$ cat config.mk
export PLATFORM = sky130hd
export DESIGN_NAME = channel_snapshot_tx_flat
export DESIGN_NICKNAME = d
export VERILOG_FILES = /design/src/rtl/channel_snapshot_tx_pkg.sv /design/src/rtl/channel_snapshot_tx_if.sv /design/src/rtl/channel_snapshot_tx_event_counter.sv /design/src/rtl/channel_snapshot_tx.sv /design/src/flat_wrapper.sv
export SDC_FILE = /design/constraint.sdc
export NUM_CORES = 1
export LEC_CHECK = 0
export ABC_AREA = 1
export CAP_MARGIN = 20
export CORE_MARGIN = 2
export CORE_UTILIZATION = 50
export DETAILED_ROUTE_END_ITERATION = 8
export PLACE_DENSITY_LB_ADDON = 0.2
export SLEW_MARGIN = 20
export SYNTH_ARGS = -nofsm -noshare
export SYNTH_HDL_FRONTEND = slang
export SYNTH_SLANG_ARGS = --single-unit
$ cat constraint.sdc
create_clock -name clk -period 2.43 [get_ports clk]
set_clock_uncertainty 0.1 [all_clocks]
set_input_delay 0.6075 -clock clk [delete_from_list [all_inputs] [get_ports clk]]
set_output_delay 0.6075 -clock clk [all_outputs]
set_load 0.1 [all_outputs]
$ cat src/rtl/channel_snapshot_tx_pkg.sv
// Shared types and helpers for the multi-channel snapshot transmitter.
// frame_len() accounts for the optional checksum byte (CHANNEL_SNAPSHOT_TX_CHECKSUM_EN).
package snapshot_tx_pkg;

  typedef enum logic [1:0] {
    S_IDLE    = 2'd0,
    S_HEADER  = 2'd1,
    S_PAYLOAD = 2'd2,
    S_CHECK   = 2'd3
  } tx_state_e;

  localparam logic [7:0] DEFAULT_HEADER = 8'hA5;

  // Frame length in serial bits: header byte, all channel fields, optional checksum byte.
  function automatic int unsigned frame_len(input int unsigned channels,
                                            input int unsigned width,
                                            input bit          chk_en);
    return 8 + channels * width + (chk_en ? 8 : 0);
  endfunction

endpackage

$ cat src/rtl/channel_snapshot_tx_if.sv
// Three-wire serial link driven by channel_snapshot_tx toward the board pins.
interface channel_snapshot_tx_if;

  logic transmission;
  logic clock;
  logic data;

  modport master (output transmission, output clock, output data);
  modport slave  (input  transmission, input  clock, input  data);

endinterface

$ cat src/rtl/channel_snapshot_tx_event_counter.sv
// Saturating per-channel event counter; load restarts the interval at 0 or 1.
module event_counter #(
  parameter int WIDTH = 32
) (
  input  logic             clk,
  input  logic             rst,
  input  logic             inc,
  input  logic             load,
  output logic [WIDTH-1:0] count
);

  // An event coincident with load belongs to the new interval.
  always_ff @(posedge clk) begin
    if (rst) begin
      count <= '0;
    end else if (load) begin
      count <= {{(WIDTH-1){1'b0}}, inc};
    end else if (inc && (count != '1)) begin
      count <= count + 1'b1;
    end
  end

endmodule

$ cat src/rtl/channel_snapshot_tx.sv
// Multi-channel event counter with framed serial snapshot transmitter.
// Optional trailing XOR checksum byte: define CHANNEL_SNAPSHOT_TX_CHECKSUM_EN.
//
// state     | meaning
// S_IDLE    | link quiet, waiting for snapshot
// S_HEADER  | shifting the 8-bit frame start byte
// S_PAYLOAD | shifting all channel values, channel 0 first
// S_CHECK   | shifting the payload XOR byte (checksum build only)
module channel_snapshot_tx
  import snapshot_tx_pkg::*;
#(
  parameter int         CHANNELS = 4,
  parameter int         WIDTH    = 32,
  parameter int         CLK_DIV  = 8,
  parameter logic [7:0] HEADER   = DEFAULT_HEADER
) (
  input  logic                  clk,
  input  logic                  rst,
  input  logic [CHANNELS-1:0]   inc,
  input  logic                  snapshot,
  output logic                  busy,
  output logic                  overrun,
  channel_snapshot_tx_if.master link
);

  localparam int PAY_BITS = CHANNELS * WIDTH;
  localparam int BIT_W    = $clog2(PAY_BITS);
  localparam int DIV_W    = (CLK_DIV > 1) ? $clog2(CLK_DIV) : 1;

  localparam logic [BIT_W-1:0] PAY_LAST  = BIT_W'(PAY_BITS - 1);
  localparam logic [BIT_W-1:0] BYTE_LAST = BIT_W'(7);
  localparam logic [DIV_W-1:0] DIV_LAST  = DIV_W'(CLK_DIV - 1);

  tx_state_e             state, state_nxt;
  logic [PAY_BITS-1:0]   shadow;
  logic [PAY_BITS-1:0]   snap_val;
  logic [7:0]            hdr_sr;
  logic [BIT_W-1:0]      bit_cnt;
  logic [BIT_W-1:0]      bit_reload;
  logic [DIV_W-1:0]      div_cnt;
  logic                  sclk;
  logic                  accept;
  logic                  bit_end;
  logic                  last_bit;
  logic                  tx_bit;
  logic                  active;
  logic [WIDTH-1:0]      count [CHANNELS];
`ifdef CHANNEL_SNAPSHOT_TX_CHECKSUM_EN
  logic [7:0]            chk;
`endif

  for (genvar i = 0; i < CHANNELS; i++) begin : g_ch
    event_counter #(.WIDTH(WIDTH)) u_cnt (
      .clk   (clk),
      .rst   (rst),
      .inc   (inc[i]),
      .load  (accept),
      .count (count[i])
    );
  end

  // Channel 0 lands in the most significant field so it is sent first.
  always_comb begin
    snap_val = '0;
    for (int i = 0; i < CHANNELS; i++) begin
      snap_val[(CHANNELS-1-i)*WIDTH +: WIDTH] = count[i];
    end
  end

  always_ff @(posedge clk) begin
    if (rst) begin
      state <= S_IDLE;
    end else begin
      state <= state_nxt;
    end
  end

  always_comb begin
    state_nxt  = state;
    accept     = 1'b0;
    tx_bit     = 1'b0;
    bit_reload = '0;
    bit_end    = (state != S_IDLE) && (div_cnt == '0) && sclk;
    last_bit   = (bit_cnt == '0);
    case (state)
      S_IDLE: begin
        accept = snapshot;
        if (snapshot) state_nxt = S_HEADER;
      end
      S_HEADER: begin
        tx_bit     = hdr_sr[7];
        bit_reload = PAY_LAST;
        if (bit_end && last_bit) state_nxt = S_PAYLOAD;
      end
      S_PAYLOAD: begin
        tx_bit     = shadow[PAY_BITS-1];
        bit_reload = BYTE_LAST;
`ifdef CHANNEL_SNAPSHOT_TX_CHECKSUM_EN
        if (bit_end && last_bit) state_nxt = S_CHECK;
`else
        if (bit_end && last_bit) state_nxt = S_IDLE;
`endif
      end
`ifdef CHANNEL_SNAPSHOT_TX_CHECKSUM_EN
      S_CHECK: begin
        tx_bit = chk[7];
        if (bit_end && last_bit) state_nxt = S_IDLE;
      end
`endif
      default: state_nxt = S_IDLE;
    endcase
  end

  // Divider runs clock low for CLK_DIV cycles then high for CLK_DIV; bits advance on the high->low turn.
  always_ff @(posedge clk) begin
    if (rst) begin
      shadow  <= '0;
      hdr_sr  <= '0;
      bit_cnt <= '0;
      div_cnt <= '0;
      sclk    <= 1'b0;
      overrun <= 1'b0;
`ifdef CHANNEL_SNAPSHOT_TX_CHECKSUM_EN
      chk     <= '0;
`endif
    end else begin
      if (snapshot && (state != S_IDLE)) overrun <= 1'b1;
      if (accept) begin
        shadow  <= snap_val;
        hdr_sr  <= HEADER;
        bit_cnt <= BYTE_LAST;
        div_cnt <= DIV_LAST;
        sclk    <= 1'b0;
`ifdef CHANNEL_SNAPSHOT_TX_CHECKSUM_EN
        chk     <= '0;
`endif
      end else if (state != S_IDLE) begin
        if (div_cnt != '0) begin
          div_cnt <= div_cnt - 1'b1;
        end else begin
          div_cnt <= DIV_LAST;
          sclk    <= ~sclk;
          if (sclk) begin
            bit_cnt <= last_bit ? bit_reload : bit_cnt - 1'b1;
            case (state)
              S_HEADER:  hdr_sr <= {hdr_sr[6:0], 1'b0};
              S_PAYLOAD: begin
                shadow <= {shadow[PAY_BITS-2:0], 1'b0};
`ifdef CHANNEL_SNAPSHOT_TX_CHECKSUM_EN
                // Byte-aligned payload: the low three bits of the down-count give the checksum bit.
                chk[bit_cnt[2:0]] <= chk[bit_cnt[2:0]] ^ shadow[PAY_BITS-1];
`endif
              end
`ifdef CHANNEL_SNAPSHOT_TX_CHECKSUM_EN
              S_CHECK:   chk <= {chk[6:0], 1'b0};
`endif
              default: ;
            endcase
          end
        end
      end
    end
  end

  assign active            = (state != S_IDLE);
  assign busy              = active;
  assign link.transmission = active;
  assign link.clock        = sclk;
  assign link.data         = tx_bit;

endmodule

$ cat src/flat_wrapper.sv
// flat-port wrapper written by rule: the top's interface ports become plain ports
module channel_snapshot_tx_flat import snapshot_tx_pkg::*;
#(
  parameter int         CHANNELS = 4,
  parameter int         WIDTH    = 32,
  parameter int         CLK_DIV  = 8,
  parameter logic [7:0] HEADER   = DEFAULT_HEADER
)
  (clk, rst, inc, snapshot, busy, overrun, link_transmission, link_clock, link_data);
  channel_snapshot_tx_if link_i ();
  input  logic clk;
  input  logic rst;
  input  logic [CHANNELS-1:0] inc;
  input  logic snapshot;
  output logic busy;
  output logic overrun;
  output wire logic [$bits(link_i.transmission)-1:0] link_transmission;
  output wire logic [$bits(link_i.clock)-1:0] link_clock;
  output wire logic [$bits(link_i.data)-1:0] link_data;
  assign link_transmission = link_i.transmission;
  assign link_clock = link_i.clock;
  assign link_data = link_i.data;
  channel_snapshot_tx #(.CHANNELS(CHANNELS), .WIDTH(WIDTH), .CLK_DIV(CLK_DIV), .HEADER(HEADER)) u_core (.clk(clk), .rst(rst), .inc(inc), .snapshot(snapshot), .busy(busy), .overrun(overrun), .link(link_i));
endmodule
==> summary.md <==
| Metric | Value |
|---|---|
| Outcome | `finished clean` |
| First-pass GRT wire length | `64.8 mm` |
| Initial Util | `50.7%` |
| P_sw | `3.04 mW` |
| Total grt overflow | `0` |
| Ant diodes | `0` |
| CTS tree | `done` |
| Area delta synth->final | `10.7%` |
| Fmax | `0.420 GHz` |
| Setup crit end kind | `output port` |
| Reg-to-reg endpoint | `u_core.g_ch[2].u_cnt.count[7]$_SDFFE_PP0P_` |
| Hold Crit Class | `primary input to flop` |
| Final min period | `2.38 ns` |
| Via count | `14528` |
| Synthesis Warnings | `0` |
| Row cnt | `64` |
| Met1 usage in global routing | `31.4%` |
| Final Setup Violations | `0` |
| Die Y | `180 um` |
| Max Fanout on Critical Path | `3` |
| Critical path arrival | `1.67 ns` |
| Share of cells above drive strength 1 | `10.7%` |
| Final Power | `11.2 mW` |
| Area of the die | `32300 um2` |
| Drt first pass iters | `6` |
| Syn_area_per_cell | `6.56 um2` |
| Clk slew on worst S/H paths | `0.06 ns` |
| Hold Violations, Final | `0` |
| Maximum single-stage delay on the critical path | `0.37 ns` |
| Met3 usage in global routing | `2.49%` |
| Worst Hold End | `u_core.hdr_sr[5]$_SDFFE_PP0P_` |
| Final nets | `2351` |
| Port Buffers | `11` |
| Setup WS pre-CTS | `0.178 ns` |
| Area of the multi-input gates | `8750 um2` |
| CP required | `1.72 ns` |
| DPL Wire Length | `25.9 mm` |
| Area of placed instances | `16000 um2` |
| Finished Cell Area | `17100 um2` |
| Met2 Use GR | `39.0%` |
| Comb pwr share | `13.1%` |
| Antenna viol nets, final | `0` |
| Max-slew violations | `0` |
| Critical setup path kind | `flop to output port` |
| Clock tree buffer depth | `3` |
| Yosys reg bits | `278` |
| DR iter-0 viols | `1071` |
| Mapped Nets | `2375` |
| Crit-path cells | `inv_2, ha_4, a21boi_4, buf_12` |
| Leak Pwr | `6.21 nW` |
| Vias per Instance | `5.28` |
| Crit share post-route | `98.0%` |
| Clock power frac | `43.8%` |
| CP max stage cell | `dfxtp_2` |
| Fillers | `2992` |
| Clock sink count | `278` |
| # hold bufs at CTS | `0` |
| Syn Inst Count | `2357` |
| Vias in the first global route | `13610` |
| P_int | `8.14 mW` |
| Maximum VDD drop | `0.606 mV` |
| Residual DRC count | `0` |
| I/O Pins | `12` |
| CP Launch Type | `flop` |
| Core area | `30500 um2` |
| Reg2Reg Setup Slack | `0.25 ns` |
| Register area | `5570 um2` |
| Sequential Power Share | `43.1%` |
| Hold Startpoint | `rst` |
| Final Wtd Congestion | `0.929` |
| Largest net degree at the start of global routing | `92` |
| Seq/Total Area, Yosys | `36.0%` |
| PwrDens | `654 nW/um2` |
| DIE WIDTH | `180 um` |
| Sw Share | `27.2%` |
| Reg2Reg Depth | `10` |
| Hold Path Stages | `2` |
| Netlist Area Pre-Place | `15500 um2` |
| Root buf cell | `clkbuf_16` |
| FF-to-FF Start | `u_core.g_ch[2].u_cnt.count[1]$_SDFFE_PP0P_` |
| Slew headroom | `68.6%` |
| Maxcap violations | `0` |
| Slew @ Worst Pin | `0.470 ns` |
| Gr usage total | `23.1%` |
| Wire per inst | `13.7 um` |
| CTS Buf Count | `31` |
| Post-synth cell types | `40` |
| Antenna violations before repair | `0` |
| # H-tree levels | `1` |
| Worst skew pair latency | `0.57 ns` |
| Setup slack after layout | `0.0479 ns` |
| Final wirelength | `37.7 mm` |
| GRT Max-Usage Layer | `met2` |
## cells by family (layout without fill, tap and decap cells)
logic type | after synthesis | in the layout | synth area share (%)
compound gates | 366 | 366 | 14.7
simple gates | 1375 | 1375 | 37.3
flops | 278 | 278 | 36.0
xor+xnor | 59 | 59 | 3.34
fa+ha+maj | 11 | 11 | 0.890
buf+inv | 268 | 267 | 7.73
## per-layer routing
| metal | routed length (um) | up-vias |
|---|---|---|
| met5 | 0 | - |
| met2 | 17400 | 291 |
| met1 | 17800 | 6719 |
| li1 | - | 7452 |
| met3 | 1430 | 66 |
| met4 | 935 | 0 |
## power groups by stage
stage	combinational, mW	sequential (mW)	clock [mW]
floorplan	1.03	4.92	0
global placement	1.42	4.91	0
detailed placement	1.44	4.92	0
CTS	1.45	4.82	4.99
global route	1.62	4.84	5.19
finish	1.46	4.82	4.90
## final cells by class
class                      count  area share [%]
inverter                     160            3.55
sequential                   278            32.5
clock inverter                15            1.13
clock buffer                  41            5.10
tap                          396            2.90
multi-input combinational   1811            51.2
timing repair buffer          51            3.63
## through the flow
stage               util [%]  hold WS [ns]  instances  setup TNS (ns)
floorplan                  -         0.329       2357               0
global placement        52.5         0.338       2695               0
detailed placement      52.5         0.344       2695               0
CTS                     56.0         0.159       2751               0
global route            56.1         0.170       2752       -0.000443
finish                  56.1         0.181       2752               0
## flip-flops by register name, summed over array words and instances, names as in the netlist
name / flops
u_core.g_ch.u_cnt.count: 128
u_core.shadow: 128
u_core.hdr_sr: 8
u_core.bit_cnt: 7
u_core.div_cnt: 3
u_core.state: 2
u_core.link.clock: 1
u_core.overrun: 1
## worst max-delay path: cells and delay by family, from the launching register on
kind | cells | cell delay [ns]
flip-flops | 1 | 0.37
buffers and inverters | 2 | 0.26
adder cells (fa/ha/maj) | 1 | 0.26
AO/OA/AOI/OAI | 1 | 0.21
## worst max path at each step
| stage | startpoint | endpoint | slack, ns | cells after the start |
|---|---|---|---|---|
| 6_report | u_core.state[0]$_SDFFE_PP0P_ | link_data | 0.05 | 4 |
| 3_5_place_dp | snapshot | u_core.shadow[57]$_SDFFE_PP0P_ | 0.18 | 8 |
| 5_1_grt | u_core.state[0]$_SDFFE_PP0P_ | link_data | -0.0004 | 4 |
| 4_1_cts | u_core.state[1]$_SDFFE_PP0P_ | link_data | 0.01 | 5 |
| 3_3_place_gp | snapshot | u_core.shadow[57]$_SDFFE_PP0P_ | 0.20 | 7 |
| 2_1_floorplan | u_core.state[0]$_SDFFE_PP0P_ | link_data | 0.19 | 3 |
## timing repair
item                                    CTS  global route
endpoints found under the hold margin     0             0
gates resized for setup                   3             5
pin swaps                                 0             2
endpoints found under the setup margin    1             1
buffers inserted                          0             1
## cells in the mapped netlist, drive strengths merged
| cell type | instances | area [um2] |
|---|---|---|
| o31ai | 1 | 7.51 |
| buf | 48 | 364 |
| a21oi | 198 | 1180 |
| nand3b | 5 | 37.5 |
| or2 | 1 | 6.26 |
| xor2 | 51 | 447 |
| a21boi | 1 | 7.51 |
| nor2 | 270 | 1150 |
| inv | 160 | 606 |
| xnor2 | 8 | 70.1 |
| o211a | 46 | 460 |
| nand2 | 947 | 3790 |
| nor3 | 12 | 60.1 |
| ha | 11 | 138 |
| nand3 | 121 | 611 |
| nand4 | 18 | 113 |
| o21ai | 115 | 579 |
| a211oi | 2 | 15.0 |
| o21a | 1 | 7.51 |
| a221oi | 1 | 8.76 |
| dfxtp | 278 | 5570 |
| clkbuf | 60 | 225 |
| a31oi | 1 | 6.26 |
| nor3b | 1 | 7.51 |
## layout by cell type (no fill, tap or decap), types with 5 or more instances in the layout
cell and count:
nand2_1 883, dfxtp_1 276, nor2_1 248, inv_1 149, a21oi_1 148, nand3_1 120
o21ai_0 114, nand2_2 53, xor2_1 51, a21oi_2 50, o211a_1 46, clkbuf_16 31
buf_4 28, nand4_1 18, buf_12 18, nor3_1 12, nor2_2 10, nor2_4 9
ha_1 9, inv_2 8, nand2_4 8, xnor2_1 8, clkbuf_8 6, nand3b_1 5
clkinv_2 5, clkdlybuf4s50_1 5
(Power assumes the default switching activity.)
==> patch 1: new RTL, same flow settings <==
`CHANNELS` is set to 4 in 2 places; all go to 2.
--- a/src/rtl/channel_snapshot_tx.sv
+++ b/src/rtl/channel_snapshot_tx.sv
@@ -10,5 +10,5 @@
   import snapshot_tx_pkg::*;
 #(
-  parameter int         CHANNELS = 4,
+  parameter int         CHANNELS = 2,
   parameter int         WIDTH    = 32,
   parameter int         CLK_DIV  = 8,
--- a/src/flat_wrapper.sv
+++ b/src/flat_wrapper.sv
@@ -2,5 +2,5 @@
 module channel_snapshot_tx_flat import snapshot_tx_pkg::*;
 #(
-  parameter int         CHANNELS = 4,
+  parameter int         CHANNELS = 2,
   parameter int         WIDTH    = 32,
   parameter int         CLK_DIV  = 8,
Ports: changed (resized inc); port bits go from 12 to 10. No check against the original RTL was run, so the function may have changed too.
==> patch 1 against the original RTL <==
Sequential cell count fell by 129; area after synthesis down 46%; final area is 46% lower; wire length down 47%; worst setup slack improved by 0.076 ns; register-to-register slack better by 0.06 ns; count of clock-buffer cells in the layout fell by 23; clock power down 44%; total power is 45% lower.
==> patch 1: results (changes against the original RTL) <==
Parameter                              Value

Power and ir drop
  Total net switching power ... 1.75 mW (-42%)
  Relative contribution of sequential cells to total power ... 41.8% (-1.3 points)
  Clock share of power ... 44.5% (+0.7 points)
  Worst VDD drop ... 0.530 mV (-13%)
  Pleak ... 3.40 nW (-45%)
  Internal power summed over all cells ... 4.45 mW (-45%)

Finish
  Fraction of layout cells with a size suffix above 1 ... 12.0% (+1.2 points)
  Registers with the highest flip-flop counts ... u_core.g_ch.u_cnt.count: 64 flops, u_core.shadow: 64 flops, u_core.hdr_sr: 8 flops

GRT
  Number of global-route vias before repair ... 7188 (-47%)
  Global router's overall resource usage ... 23.5% (+0.38 points)
  Maximum number of pins on one net before global-route repair ... 72 (-22%)
  Global-route wire length before repair ... 34.1 mm (-47%)

Place
  I/O Buffers ... 9 (-2)
  Final weighted congestion in routability-driven placement ... 0.937 (+0.93%)
  Worst-case setup slack after placement ... 0.225 ns (+0.0467 ns)
  Half-perimeter wire length after placement ... 13.7 mm (-47%)

CTS
  Number of buffers created by CTS ... 17 (-45%)
  Post-CTS setup buffer count ... 0 (unchanged)
  Max Root-Sink Buffers ... 2 (-1)
  Number of cells upsized or downsized after cts ... 0 (-3)
  Maximum level of the CTS H-tree ... 4 (+3)
  Worst skew pair latency ... 0.43 ns (-0.14 ns)

Critical path
  Crit-path max FO ... 7 (+4)
  CP Data Arrival Time ... 1.60 ns (-0.07 ns)

Logic synthesis
  Post-synthesis sequential area ratio ... 36.1% (+0.043 points)
  Cells taking the most area after synthesis ... dfxtp_1, nand2_1, nor2_1
  Commonest cells post-synth ... nand2_1, dfxtp_1, nor2_1
  Library cells used by synthesis ... 38 (-5.0%)

Drt
  Total wire length after detailed routing ... 19.8 mm (-47%)
  Number of DRC violations after detailed-routing iteration 0 ... 471 (-56%)
  Count of vias placed by the detailed router ... 7563 (-48%)
  Count of TritonRoute iterations in the first routing pass ... 5 (-1)
  Number of antenna-violating nets in the routed design ... 0 (unchanged)

STA
  Worst slew slack as a fraction of its limit ... 68.7% (+0.10 points)

Outcome
  Result of the run ... finished clean
## patch 1: cells by family (layout without fill, tap and decap cells)
group                      Yosys count  count (layout)  synth area share (%)
and+or+nand+nor                    702             702                  35.8
AOI/OAI and AO/OA                  205             205                  15.6
xor gates and xnor gates            29              29                  3.07
DFF                                149             149                  36.1
buffers and inverters              150             159                  8.18
adders and majority gates            9               9                  1.36
## patch 1: final cells by class
type	instances	area (µm²)
tap	220	275
multi-input combinational	945	4630
fill	1626	7220
inverter	96	367
sequential	149	2980
timing repair buffer	31	313
clock buffer	18	439
clock inverter	14	175
## patch 1: worst max-delay path, cell delays in order (launching register included)
cell        delay [ns]
dfxtp_1           0.33
inv_1             0.09
ha_1              0.28
clkinvlp_4        0.24
buf_12            0.22
## patch 1: final timing paths
check	startpoint	end	slack, ns	cells past startpoint
min	u_core.shadow[10]	u_core.shadow[10]	0.36	2
max reg2reg	u_core.g_ch[0].u_cnt.count[1]	u_core.g_ch[0].u_cnt.count[25]	0.31	10
max	u_core.state[0]	busy	0.12	4
min reg2reg	u_core.shadow[10]	u_core.shadow[10]	0.36	2
## patch 1: through the flow
stage | cells | area [µm²] | utilization (%)
after global routing | 1473 | 9190 | 56.0
after detailed placement | 1441 | 8570 | 52.2
after CTS | 1473 | 9190 | 56.0
after floorplan | 1244 | 8280 | -
final | 1473 | 9190 | 56.0
after global placement | 1441 | 8570 | 52.2
## patch 1: routing by layer
metal,track usage [%],vias to the layer above,wire (µm)
li1,-,3946,-
met2,39.6,108,9290
met1,30.8,3477,9620
met4,7.23,0,333
met3,4.25,32,544
met5,0,-,0
==> patch 2: new RTL, config.mk and constraints unchanged <==
Made on the original files. Put one more register stage on the output `overrun`, cleared by the reset. The value now appears one clock later. The other outputs are not delayed to match.
--- a/src/rtl/channel_snapshot_tx.sv
+++ b/src/rtl/channel_snapshot_tx.sv
@@ -31,4 +31,6 @@
   localparam logic [BIT_W-1:0] BYTE_LAST = BIT_W'(7);
   localparam logic [DIV_W-1:0] DIV_LAST  = DIV_W'(CLK_DIV - 1);
+
+  logic overrun_s0;
 
   tx_state_e             state, state_nxt;
@@ -120,10 +122,10 @@
       div_cnt <= '0;
       sclk    <= 1'b0;
-      overrun <= 1'b0;
+      overrun_s0 <= 1'b0;
 `ifdef CHANNEL_SNAPSHOT_TX_CHECKSUM_EN
       chk     <= '0;
 `endif
     end else begin
-      if (snapshot && (state != S_IDLE)) overrun <= 1'b1;
+      if (snapshot && (state != S_IDLE)) overrun_s0 <= 1'b1;
       if (accept) begin
         shadow  <= snap_val;
@@ -169,4 +171,12 @@
   assign link.data         = tx_bit;
 
+  always_ff @(posedge clk) begin
+    if (rst) begin
+      overrun <= '0;
+    end else begin
+      overrun <= overrun_s0;
+    end
+  end
+
 endmodule
 
Check against the original RTL: not settled (the Yosys comparison gave no result); the edit may change what the design does.
==> patch 2 against the original RTL <==
Final area is 0.61% lower; wire length is 0.49% higher; total power is 0.78% higher; largest cell class unchanged; worst setup slack worse by 0.043 ns; non-clock buffer count stayed put; global-route usage is 0.20 points higher; area after synthesis is 0.39% lower; via count is 0.30% lower; sequential cell count is 1 higher.
==> patch 2: results (changes against the original RTL) <==
Parameter                              Value

Finish
  Final nets ... 2357 (+0.26%)
  Cell Count, Final, Fillers Out ... 2757 (+0.18%)

Critical path
  Slowest library cell on the worst path ... dfxtp_4
  Slowest cell delay on critical path ... 0.39 ns (+0.02 ns)
  CP Data Arrival Time ... 1.72 ns (+0.05 ns)
  Depth of the worst register-to-register path ... 11 (+1)
  Reg2Reg Setup Slack ... 0.29 ns (+0.04 ns)
  Crit-path max FO ... 4 (+1)
  Origin of the critical flop-to-flop path ... u_core.g_ch[2].u_cnt.count[0]

Outcome
  Result of the run ... finished clean

Power and ir drop
  Pleak ... 6.16 nW (-0.80%)
  Switching Share ... 26.7% (-0.49 points)
  Worst VDD drop ... 0.619 mV (+2.1%)
  Clock share of power ... 44.4% (+0.6 points)

Min path
  Min-delay worst type ... reg2reg

GRT
  Global-route wire length before repair ... 65.6 mm (+1.2%)
  Met2 usage ... 39.9% (+0.86 points)
  Global router's overall resource usage ... 23.3% (+0.20 points)
  Maximum number of pins on one net before global-route repair ... 100 (+8.7%)

Logic synthesis
  Adder-Cell Fraction of Synth Area ... 0.975% (+0.085 points)
  Syn_area_per_cell ... 6.51 µm² (-0.68%)
  Post-synthesis compound-gate area fraction ... 14.3% (-0.44 points)
  Post-synthesis sequential area ratio ... 36.3% (+0.27 points)
  Commonest cells post-synth ... nand2_1, dfxtp_1, nor2_1
  Cells taking the most area after synthesis ... dfxtp_1, nand2_1, nor2_1

STA
  Worst slew slack as a fraction of its limit ... 60.7% (-7.9 points)

Place
  Half-perimeter wire length after placement ... 25.9 mm (about the same)
  Worst-case setup slack after placement ... 0.0526 ns (-0.126 ns)
  Final weighted congestion in routability-driven placement ... 0.927 (-0.20%)

Drt
  Routed wire length on met2 ... 17.6 mm (+0.75%)
[patch 2: cell types whose count changed after synthesis, moves of 7 or more]
| cell | delta |
|---|---|
| clkbuf_1 | -11 |
| nand4_1 | +8 |
| inv_1 | +21 |
| nand2_2 | -15 |
| a21oi_2 | -20 |
| nand2_1 | -7 |
| a21oi_1 | +16 |
| o21ai_0 | +7 |
| buf_4 | +9 |
[patch 2: power groups by stage]
stage	Combinational [mW]	Sequential (mW)	Clock, mW
after floorplan	1.04	4.92	0
after global placement	1.38	4.92	0
after detailed placement	1.40	4.93	0
after CTS	1.43	4.83	5.12
after global routing	1.58	4.85	5.30
final	1.43	4.84	5.01
[patch 2: cell type report]
class / count / area, µm²
Multi-Input combinational cell: 1796 / 8580
Fill cell: 3009 / 13400
Clock inverter: 13 / 200
Inverter: 179 / 678
Sequential cell: 279 / 5590
Timing Repair Buffer: 51 / 571
Clock buffer: 43 / 891
Tap cell: 396 / 495
[patch 2: critical path: cells and delay by family (launching register included)]
kind                       cells  cell delay [ns]
DFF                            1             0.39
adders and majority gates      1             0.27
AOI/OAI and AO/OA              1             0.24
buffers and inverters          2             0.25
[patch 2: worst min path at each step]
stage                           start           endpoint  slack, ns  cells past startpoint
global route        u_core.shadow[20]  u_core.shadow[20]       0.37                      2
floorplan           u_core.overrun_s0     u_core.overrun       0.31                      2
detailed placement  u_core.overrun_s0     u_core.overrun       0.33                      2
finish              u_core.overrun_s0     u_core.overrun       0.35                      2
global placement    u_core.overrun_s0     u_core.overrun       0.32                      2
CTS                 u_core.overrun_s0     u_core.overrun       0.35                      2
[patch 2: what timing repair did]
action	4_1_cts	5_1_grt
pin swaps	1	1
hold endpoints to repair	0	0
gates cloned	0	0
resized for setup	11	2
setup buffers	2	0
setup endpoints to repair	3	1
